## src/rtl/apb_completer.sv

```systemverilog
// APB completer: a small register file with a read-only ID word, a privileged top
// register, programmable wait states and slave-error reporting on pslverr.
module apb_completer #(
   parameter int                    DATA_WIDTH  = 32,
   parameter int                    ADDR_WIDTH  = 32,
   parameter int                    NUM_REGS    = 16,
   parameter int                    WAIT_STATES = 0,
   parameter logic [DATA_WIDTH-1:0] ID_VALUE    = 32'hA5B0_0001
) (
   input  logic                    pclk,
   input  logic                    preset,
   input  logic [ADDR_WIDTH-1:0]   paddr,
   input  logic [2:0]              pprot,
   input  logic                    psel,
   input  logic                    penable,
   input  logic                    pwrite,
   input  logic [DATA_WIDTH-1:0]   pwdata,
   input  logic [DATA_WIDTH/8-1:0] pstrb,
   output logic                    pready,
   output logic [DATA_WIDTH-1:0]   prdata,
   output logic                    pslverr
);
   localparam int IW = $clog2(NUM_REGS);
   localparam int SW = DATA_WIDTH / 8;

   typedef enum logic [1:0] {
      IDLE   = 2'd0,
      SETUP  = 2'd1,
      ACCESS = 2'd2
   } state_t;

   state_t                state, state_n;
   logic [3:0]            wait_cnt, wait_cnt_n;
   logic                  pready_n;
   logic                  capture, commit, setup_req;
   logic [ADDR_WIDTH-1:0] cap_addr;
   logic                  cap_write, cap_priv;
   logic [DATA_WIDTH-1:0] cap_wdata;
   logic [SW-1:0]         cap_strb;
   logic [DATA_WIDTH-1:0] regs [NUM_REGS];
   logic [IW-1:0]         idx;
   logic                  dec_err, wr_err, rd_err, err;
   logic                  unused_prot;

   assign unused_prot = ^pprot[2:1];
   assign setup_req   = psel & ~penable;

   // Errors are evaluated on the captured request, so they are stable for the whole transfer.
   assign idx     = cap_addr[IW+1:2];
   assign dec_err = (cap_addr[1:0] != 2'b00) | (|cap_addr[ADDR_WIDTH-1:IW+2]);
   assign wr_err  = cap_write & ((idx == '0) | ((idx == IW'(NUM_REGS-1)) & ~cap_priv));
   assign rd_err  = ~cap_write & (cap_strb != '0);
   assign err     = dec_err | wr_err | rd_err;

   assign pslverr = pready & err;
   assign prdata  = (pready & ~cap_write & ~err) ? ((idx == '0) ? ID_VALUE : regs[idx]) : '0;

   // SETUP covers the first penable cycle, so a zero-wait completion can finish there.
   always_comb begin
      state_n    = state;
      wait_cnt_n = wait_cnt;
      pready_n   = 1'b0;
      capture    = 1'b0;
      commit     = 1'b0;
      case (state)
         IDLE: begin
            if (setup_req) begin
               state_n    = SETUP;
               capture    = 1'b1;
               wait_cnt_n = '0;
               pready_n   = (WAIT_STATES == 0);
            end
         end
         SETUP, ACCESS: begin
            if (pready) begin
               commit = cap_write & ~err;
               if (setup_req) begin
                  state_n    = SETUP;
                  capture    = 1'b1;
                  wait_cnt_n = '0;
                  pready_n   = (WAIT_STATES == 0);
               end else begin
                  state_n = IDLE;
               end
            end else if (!psel) begin
               state_n = IDLE;
            end else if (state == SETUP) begin
               state_n    = ACCESS;
               wait_cnt_n = '0;
               pready_n   = (WAIT_STATES == 1);
            end else begin
               wait_cnt_n = wait_cnt + 4'd1;
               pready_n   = ((int'(wait_cnt) + 2) == WAIT_STATES);
            end
         end
         default: state_n = IDLE;
      endcase
   end

   always_ff @(posedge pclk) begin
      if (preset) begin
         state     <= IDLE;
         wait_cnt  <= '0;
         pready    <= 1'b0;
         cap_addr  <= '0;
         cap_write <= 1'b0;
         cap_priv  <= 1'b0;
         cap_wdata <= '0;
         cap_strb  <= '0;
      end else begin
         state    <= state_n;
         wait_cnt <= wait_cnt_n;
         pready   <= pready_n;
         if (capture) begin
            cap_addr  <= paddr;
            cap_write <= pwrite;
            cap_priv  <= pprot[0];
            cap_wdata <= pwdata;
            cap_strb  <= pstrb;
         end
      end
   end

   always_ff @(posedge pclk) begin
      if (preset) begin
         for (int i = 0; i < NUM_REGS; i++) regs[i] <= '0;
      end else if (commit) begin
         for (int k = 0; k < SW; k++) begin
            if (cap_strb[k]) regs[idx][8*k +: 8] <= cap_wdata[8*k +: 8];
         end
      end
   end
endmodule

```

## config.mk

```make
export PLATFORM = sky130hd
export DESIGN_NAME = apb_completer
export DESIGN_NICKNAME = d
export VERILOG_FILES = /design/src/rtl/apb_completer.sv
export SDC_FILE = /design/constraint.sdc
export NUM_CORES = 1
export LEC_CHECK = 0
export ABC_AREA = 1
export BUFFER_PORTS_ARGS = -buffer_cell sky130_fd_sc_hd__buf_2
export CORE_MARGIN = 5
export CORE_UTILIZATION = 40
export CTS_BUF_LIST = sky130_fd_sc_hd__clkbuf_8 sky130_fd_sc_hd__clkbuf_16
export DETAILED_ROUTE_END_ITERATION = 10
export PLACE_DENSITY = 0.62
export SYNTH_ARGS = -nofsm -noshare
export SYNTH_HDL_FRONTEND = slang
export SYNTH_SLANG_ARGS = --single-unit
```

## constraint.sdc

```tcl
create_clock -name pclk -period 2.4 [get_ports pclk]
set_input_delay 0 -clock pclk [delete_from_list [all_inputs] [get_ports pclk]]
set_output_delay 0 -clock pclk [all_outputs]
set_load 0.02 [all_outputs]
```

Word-level counts from Yosys, hierarchy flattened
Memory sizes are Yosys's and may differ from the RTL's. A register that Yosys moved wholly into a read port is not among the register bits.
Index checks and enable logic that the tools add are counted.
{"block": "totals", "reg_bits": 77, "ramBits": 512, "in_bits": 76, "output_inout_bits": 34, "elab_cells": 89, "memories": 1}
{"block": "classes", "addsub": 2, "eq_ne": 6, "mux": 45, "n_bitwise": 16, "reduce_logical": 11}
{"memory": "regs", "words": 16, "word_bits": 32, "rd": 1, "rd_ports_with_merged_regs": 1, "wr": 16, "line_no": "40", "text": "logic [DATA_WIDTH-1:0] regs [NUM_REGS];"}
{"operator": "$mux W32", "count": 3}
{"operator": "$logic_not A32 Y1", "count": 1}
{"operator": "$mux W4", "count": 8}
{"operator": "$reduce_or A32 Y1", "count": 1}
{"operator": "$mux W1", "count": 26}
{"operator": "$reduce_or A26 Y1", "count": 1}
{"operator": "$and A1 B1 Y1", "count": 8}
{"operator": "$mux W2", "count": 4}
{"operator": "$pmux W4 S2", "count": 1}
{"operator": "$add A4 B2 Y5 const B", "count": 1}
{"operator": "$add A4 B1 Y4 const B", "count": 1}
{"operator": "$eq A4 B4 Y1 const B", "count": 1}
{"operator": "$logic_not A4 Y1", "count": 1}
{"operator": "$ne A4 B4 Y1 const B", "count": 1}
{"operator": "$not A1 Y1", "count": 4}
{"operator": "$or A1 B1 Y1", "count": 4}
{"operator": "$pmux W1 S2", "count": 2}
{"operator": "$pmux W2 S2", "count": 1}
{"operator": "$reduce_and A2 Y1", "count": 2}
{"operator": "$reduce_bool A2 Y1", "count": 2}
{"operator": "$reduce_bool A4 Y1", "count": 1}
{"operator": "$ne A3 B3 Y1 const B", "count": 1}
{"operator": "$eq A2 B1 Y1 const B", "count": 1}
{"operator": "$eq A2 B2 Y1 const B", "count": 1}
{"operator": "3 further kinds", "count": 3}

Logic depth before layout (Yosys ltp)
Gate-level depths: netlist (run 1).
{"block": "logic_depth", "depth_word": 15, "ltp_mapped": 12, "mapped_depth_nobuf": 9}

Least setup slack after synthesis (run 1)
OpenSTA, ideal clock, no wires.
{"block": "synth_path", "kind": "register to register", "startpoint": "reg state[0]", "endpoint": "mem regs[10][0], enable pin", "setup_ps": 384, "t_arrival_ps": 2134, "required_ps": 2016, "path_slack_ps": -118, "path_stages_with_launch": 8, "n_path_buf": 1, "synth_period_minus_slack_ps": 2518, "path_cell_list": "dfxtp_1 inv_1 ha_1 nand2_1 nor2_2 nand4_4 buf_4 o21ai_0"}
{"item": "start, declared", "line_no": "32", "text": "state_t state, state_n;"}
{"item": "start signal, assigned", "line_no": "111", "text": "state <= state_n;"}
{"item": "end, declared", "line_no": "40"}

==> impl_metrics.csv, run 1 <==
group,metric,value,unit
status,status,"complete, but fails checks",
status,violations,"negative setup slack",
clocking,cts_buffers,61,
sta,grt_setup_unrepaired,"yes",
finish,fin_nets,3560,
route,wl,89.45,mm
sta,tns,-0.6252,ns
die,fp-row-count,99,
placement,hpwlAfterDp,53.27,mm
sta,finalMaxSlewViolations,0,
critical_path,cp_cell_sequence,"buf_12, inv_16, bufbuf_16, nand2_1, nand3_1, nand3_2, nand2_1, nand2_1, nand2_2, nor3_4, buf_6",
die,core-area,0.07321,sq mm
logic_synthesis,synth_top_area_share,0.5192,
finish,antenna_cells,0,
clocking,cts.sinks,593,
sta,finClkSkew,0.03088,ns
logic_synthesis,syn_avg_cell_area,9.218,sq um
critical_path,arrival,2.50,ns
die,die_area,0.07957,sq mm
clocking,root_buffer,"clkbuf_16",
critical_path,crit_type,"flip-flop to output pin",
sta,worst_slack,-0.09664,ns
route,wire_per_inst,19.96,um
power_and_ir_drop,switchingPower,0.007350,W
die,pin_count,110,
power_and_ir_drop,ir_drop,598.9,uV
logic_synthesis,yosys_warnings,0,
sta,setup_viol,16,
logic_synthesis,synth_area,0.02961,sq mm
global_routing,grt_pass1_wl,132.3,mm
route,ant_nets,0,
clocking,clkTransAtPathRegs,0.06,ns
global_routing,globalRouteTotalUtil,0.2148,
finish,drive_above_1_share,0.2467,
finish,stdcell_count,4482,
power_and_ir_drop,p_per_area,697.3,mW/mm^2
placement,gp_congestion,0.8718,
finish,syn_to_final_growth,24.58,%
finish,design_area,0.03689,sq mm
logic_synthesis,synth_seq_cells,593,
die,initial_core_util,0.4045,
logic_synthesis,synthTopCellsByCount,"640 x nand2_1, 512 x edfxtp_1, 405 x inv_1, 307 x nor3_1, 304 x nand3_1",
logic_synthesis,syn_inst,3212,
sta,max_freq,0.4005,GHz
global_routing,grt_start_max_net_pins,79,
route,drtIter0Drc,2631,
route,vias_per_cell,5.299,
sta,relSlewSlack,0.4058,
die,chipWidth,282.1,um
placement,dpl_cell_area,0.03219,sq mm
placement,dp.cells,4255,
logic_synthesis,yosysMostFrequentCell,"nand2_1",
sta,min_period,2.497,ns
logic_synthesis,yosysSeqAreaShare,0.5740,
logic_synthesis,synth_top_area_cell,"edfxtp_1",
placement,pre_cts_ws,0.1010,ns
global_routing,overflow,0,
global_routing,grt_pass1_vias,22765,
global_routing,antenna_found_initial,0,
logic_synthesis,synthTopCellsByArea,"edfxtp_1 52%, nand2_1 8.1%, nor3_2 6.8%",
sta,hold_viol,0,
finish,nFillCells,6528,
logic_synthesis,yosys_most_used_dff,"edfxtp_1",
critical_path,cp_common_cell,"nand2_1",
power_and_ir_drop,clock_power_share,0.363,
sta,tightest_slew,0.8904,ns
critical_path,cp-start-kind,"flip-flop",
clocking,clock_path_buffers,3,
placement,io_buffers,107,
die,fp.dieH,282.1,um
logic_synthesis,synth_cell_type_count,31,
critical_path,slowest_stage,"dfxtp_4",
power_and_ir_drop,p_int,0.01837,W
critical_path,cp.required,2.40,ns
clocking,htreeDepth,2,
sta,fin_crit_sh,1.040,
power_and_ir_drop,power_leakage,14.32,nW
clocking,cts_tree,"yes",
route,route.detailed.drc,0,
flow_run,max_cap_viol_count,0,
critical_path,slowest_delay,0.36,ns
critical_path,end_kind,"output pin",
route,vias,23751,
clocking,clock_latency,0.65,ns
power_and_ir_drop,comb_power_share,0.179,
power_and_ir_drop,swShare,0.2858,
route,first_pass_iters,7,
power_and_ir_drop,total_power,0.02572,W
critical_path,cp_max_fo,12,
power_and_ir_drop,pwr-share-seq,0.458,
logic_synthesis,synthArstFlopShare,0,
logic_synthesis,synth_edf_count,512,
hold_path,hold_class,"primary input to flip-flop",
## cells in the final DEF (no fill, tap or decap), types with 12 or more instances in the layout
cell	Yosys	layout
dfxtp_1	81	73
nand3_1	304	239
nor3_2	200	206
nor3_4	0	18
nand2_2	1	62
edfxtp_1	512	512
o21ai_0	188	177
clkinv_2	0	12
nor2_2	3	24
inv_1	405	414
buf_6	20	31
nor2_1	207	181
buf_2	69	75
conb_1	1	32
nor3_1	307	283
clkbuf_16	0	68
a21oi_1	50	49
dlygate4sd3_1	0	80
o21ai_1	8	16
nand2_1	640	573
nand3_2	0	65
buf_12	0	30
buf_4	4	204
buf_16	0	14
## routing by layer
metal | vias to the layer above | wire length [um] | track usage
met5 | - | 0 | 0
met4 | 0 | 2398 | 0.05825
met3 | 167 | 7962 | 0.03359
met2 | 1011 | 41400 | 0.3531
met1 | 11390 | 37690 | 0.2994
li1 | 11183 | - | -
## sequential cells by signal (all words and copies together), names as in the netlist, named ones only
| register | flops |
|---|---|
| regs | 512 |
| cap_strb | 4 |
| wait_cnt | 4 |
| cap_write | 1 |
| cap_priv | 1 |
| pready | 1 |
| cap_wdata | 32 |
| cap_addr | 32 |
| state | 2 |
## worst max-delay path, delay by kind of cell, from the launching register on
kind                   cells  cell delay [ns]
and+or+nand+nor            7             0.78
buffers and inverters      4             0.69
DFF                        1             0.36
## cell families (layout without fill, tap and decap cells)
| kind of cell | after synthesis | count (layout) | share of synthesized area |
|---|---|---|---|
| adder cells (fa/ha/maj) | 7 | 7 | 0.002958 |
| XOR/XNOR | 2 | 2 | 0.0005917 |
| buffers and inverters | 685 | 965 | 0.09533 |
| AO/OA/AOI/OAI | 252 | 252 | 0.04310 |
| flip-flops | 593 | 593 | 0.5740 |
| other | 1 | 32 | 0.0001266 |
| AND/OR/NAND/NOR | 1672 | 1672 | 0.2839 |
## metrics by stage
stage,hold WS [ns],utilization
floorplan,0.1667,-
global placement,0.2526,0.4398
detailed placement,0.2567,0.4398
CTS,0.1204,0.4973
global route,0.1819,0.5039
finish,0.1664,0.5039
## power by group through the flow
stage               clock, W  combinational [W]  sequential [W]
finish               0.00935            0.00460          0.0118
floorplan                  0            0.00222          0.0119
global route         0.00987            0.00491          0.0118
CTS                  0.00945            0.00435          0.0118
detailed placement         0            0.00364          0.0120
global placement           0            0.00362          0.0120
## final cells by class
type	count	area, sq um	share of cell area
sequential	593	17010	0.4612
clock buffer	68	1623	0.04399
inverter	408	1570	0.04257
multi-input combinational	1965	10780	0.2921
timing repair buffer	447	4360	0.1182
tap	959	1200	0.03253
timing repair inverter	1	8.758	0.0002374
clock inverter	41	337.8	0.009158
## final timing paths
check	startpoint	to	slack, ns	depth (start not counted)
worst min-delay path	paddr[23]	cap_addr[23]	0.17	4
worst max register to register	state[0]	regs[15][25]	0.17	9
worst min register to register	cap_wdata[29]	cap_wdata[29]	0.45	2
worst max-delay path	flip-flop	prdata[22]	-0.1	11
## timing repair
item,in CTS,in global routing
endpoints found under the setup margin,32,162
setup buffers,14,5
gates cloned,14,8
hold buffers,80,0
gates resized for setup,243,93
hold endpoints to repair,81,0
pin swaps,86,29
(Power assumes the default switching activity.)
==> inputs of run 2 (changes only) <==
Settings changed: SETUP_SLACK_MARGIN set to 0.05.
==> run 2 against run 1 <==
- flip-flop and latch count unchanged
- critical path type unchanged
- the run still ends with negative setup slack left
- core utilization rose by 1.1 points
- sequential power about the same
- design area up 2.2%
==> impl_metrics.csv, run 2 (same netlist as run 1, synthesis figures left out) <==
group,metric,value,unit
power_and_ir_drop,swShare,0.2889,
die,initial_core_util,0.4045,
die,die_area,0.07957,sq mm
critical_path,slowest_stage,"dfxtp_4",
finish,syn_to_final_growth,27.33,%
die,chipWidth,282.1,um
route,wire_per_inst,20.43,um
sta,finalMaxSlewViolations,0,
die,core-area,0.07321,sq mm
clocking,clkTransAtPathRegs,0.06,ns
sta,relSlewSlack,0.4052,
power_and_ir_drop,pwr-share-seq,0.452,
finish,largest_register,"regs",
route,wl,92.02,mm
sta,finClkSkew,0.03159,ns
sta,grt_setup_unrepaired,"yes",
status,status,"complete, but fails checks",
route,ant_nets,0,
sta,fin_crit_sh,1.042,
critical_path,critPathBufInv,4,
clocking,cts_buffers,61,
power_and_ir_drop,switchingPower,0.007525,W
finish,fin_nets,3582,
critical_path,end_kind,"output pin",
route,drtIter0Drc,2638,
finish,top_regs,"regs: 512 flops, cap_addr: 32 flops, cap_wdata: 32 flops",
global_routing,globalRouteTotalUtil,0.2149,
critical_path,cp-start-kind,"flip-flop",
finish,antenna_cells,0,
sta,worst_slack,-0.09988,ns
critical_path,crit_type,"flip-flop to output pin",
finish,nFillCells,6420,
clocking,clock_latency,0.66,ns
power_and_ir_drop,comb_power_share,0.189,
route,route.detailed.drc,0,
critical_path,cp_cell_sequence,"buf_12, buf_16, buf_6, nand3_1, nand3_1, nand2_1, nand2_1, nand2_1, nor3_2, buf_4",
power_and_ir_drop,clock_power_share,0.359,
global_routing,overflow,0,
global_routing,antenna_found_initial,0,
critical_path,slowest_delay,0.48,ns
clocking,cts_tree,"yes",
die,fp.dieH,282.1,um
global_routing,grt_pass1_vias,22763,
clocking,root_buffer,"clkbuf_16",
placement,hpwlAfterDp,53.27,mm
power_and_ir_drop,ir_drop,605.3,uV
finish,drive_above_1_share,0.2725,
clocking,htreeDepth,2,
sta,finalHoldWorstSlack,0.1617,ns
sta,tightest_slew,0.8913,ns
finish,largest_register_ffs,512,
critical_path,critical_path.top_delay_family,"buffers and inverters",
power_and_ir_drop,p_int,0.01852,W
power_and_ir_drop,power_leakage,14.60,nW
placement,gp_congestion,0.8718,
placement,io_buffers,107,
route,vias,24084,
power_and_ir_drop,p_per_area,690.9,mW/mm^2
die,fp-row-count,99,
global_routing,grt_start_max_net_pins,79,
finish,multi_input_area,0.01114,sq mm
sta,max_freq,0.4000,GHz
finish,mostFrequentLayoutCells,"548 x nand2_1, 512 x edfxtp_1, 414 x inv_1, 283 x nor3_1, 207 x nor3_2",
sta,min_period,2.500,ns
sta,hold_viol,0,
route,first_pass_iters,6,
sta,setup_viol,22,
clocking,clock_path_buffers,3,
critical_path,cp_max_fo,22,
finish,layout_commonest_cell,"nand2_1",
critical_path,cp.required,2.40,ns
global_routing,grt_pass1_wl,132.3,mm
critical_path,cp_common_cell,"nand2_1",
sta,tns,-0.8102,ns
clocking,cts.sinks,593,
route,vias_per_cell,5.347,
die,pin_count,110,
critical_path,arrival,2.50,ns
status,violations,"negative setup slack",
hold_path,hold_class,"primary input to flip-flop",
flow_run,max_cap_viol_count,0,
finish,register_area,0.01701,sq mm
## run 2: cell count changes in the layout (fill, tap and decap cells not counted), sizes merged
cell	change
buf	+12
clkinv	+2
nand2	+1
clkbuf	+10
bufbuf	-3
## run 2: tightest hold or removal path: stages
cell           delay [ns]
dlygate4sd3_1        0.52
buf_2                0.10
o21ai_0              0.08
nor2_1               0.08
## run 2: layout make-up
| class | instances | share of cell area |
|---|---|---|
| repair inverters | 3 | 0.0008297 |
| flip-flops and latches | 593 | 0.4512 |
| multi-input cells | 1966 | 0.2954 |
| well taps | 959 | 0.03183 |
| clock buffers | 68 | 0.04304 |
| repair buffers | 466 | 0.1265 |
| inverters | 408 | 0.04218 |
| clock inverters | 41 | 0.008961 |
## run 2: per-layer routing
layer / global-route usage / wire length, um / vias up / share of wire
li1: - / - / 11227 / -
met1: 0.2995 / 37820 / 11576 / 0.41
met2: 0.3530 / 42860 / 1114 / 0.47
met3: 0.03359 / 8913 / 167 / 0.097
met4: 0.05825 / 2417 / 0 / 0.026
met5: 0 / 0 / - / 0
## run 2: what timing repair did
action / CTS / global route
gates cloned: 14 / 23
buffers inserted: 14 / 13
pin swaps: 86 / 63
setup endpoints to repair: 32 / 223
resized for setup: 243 / 217
hold endpoints to repair: 81 / 0
hold buffers: 80 / 0
## run 2: through the flow
step / instance area, sq um / setup WS [ns] / utilization / power, W / cells
2_1_floorplan: 29730 / -0.1180 / - / 0.01416 / 3243
3_3_place_gp: 32190 / 0.09938 / 0.4398 / 0.01559 / 4255
3_5_place_dp: 32190 / 0.1010 / 0.4398 / 0.01562 / 4255
4_1_cts: 36400 / -0.09956 / 0.4973 / 0.02557 / 4472
5_1_grt: 37700 / -0.1917 / 0.5150 / 0.02691 / 4504
6_report: 37700 / -0.09988 / 0.5150 / 0.02605 / 4504
## run 2: power by group through the flow
stage / combinational, W / sequential (W) / clock, W
finish: 0.00491 / 0.0118 / 0.00936
global route: 0.00522 / 0.0118 / 0.00987
CTS: 0.00435 / 0.0118 / 0.00945
floorplan: 0.00222 / 0.0119 / 0
global placement: 0.00362 / 0.0120 / 0
detailed placement: 0.00364 / 0.0120 / 0
## run 2: final timing paths
path	start	to	slack, ns	cells past startpoint
max reg2reg	state[0]	regs[13][12]	0.18	9
min reg2reg	cap_wdata[29]	cap_wdata[29]	0.45	2
max	flip-flop	prdata[7]	-0.1	10
min	paddr[23]	cap_addr[23]	0.16	4
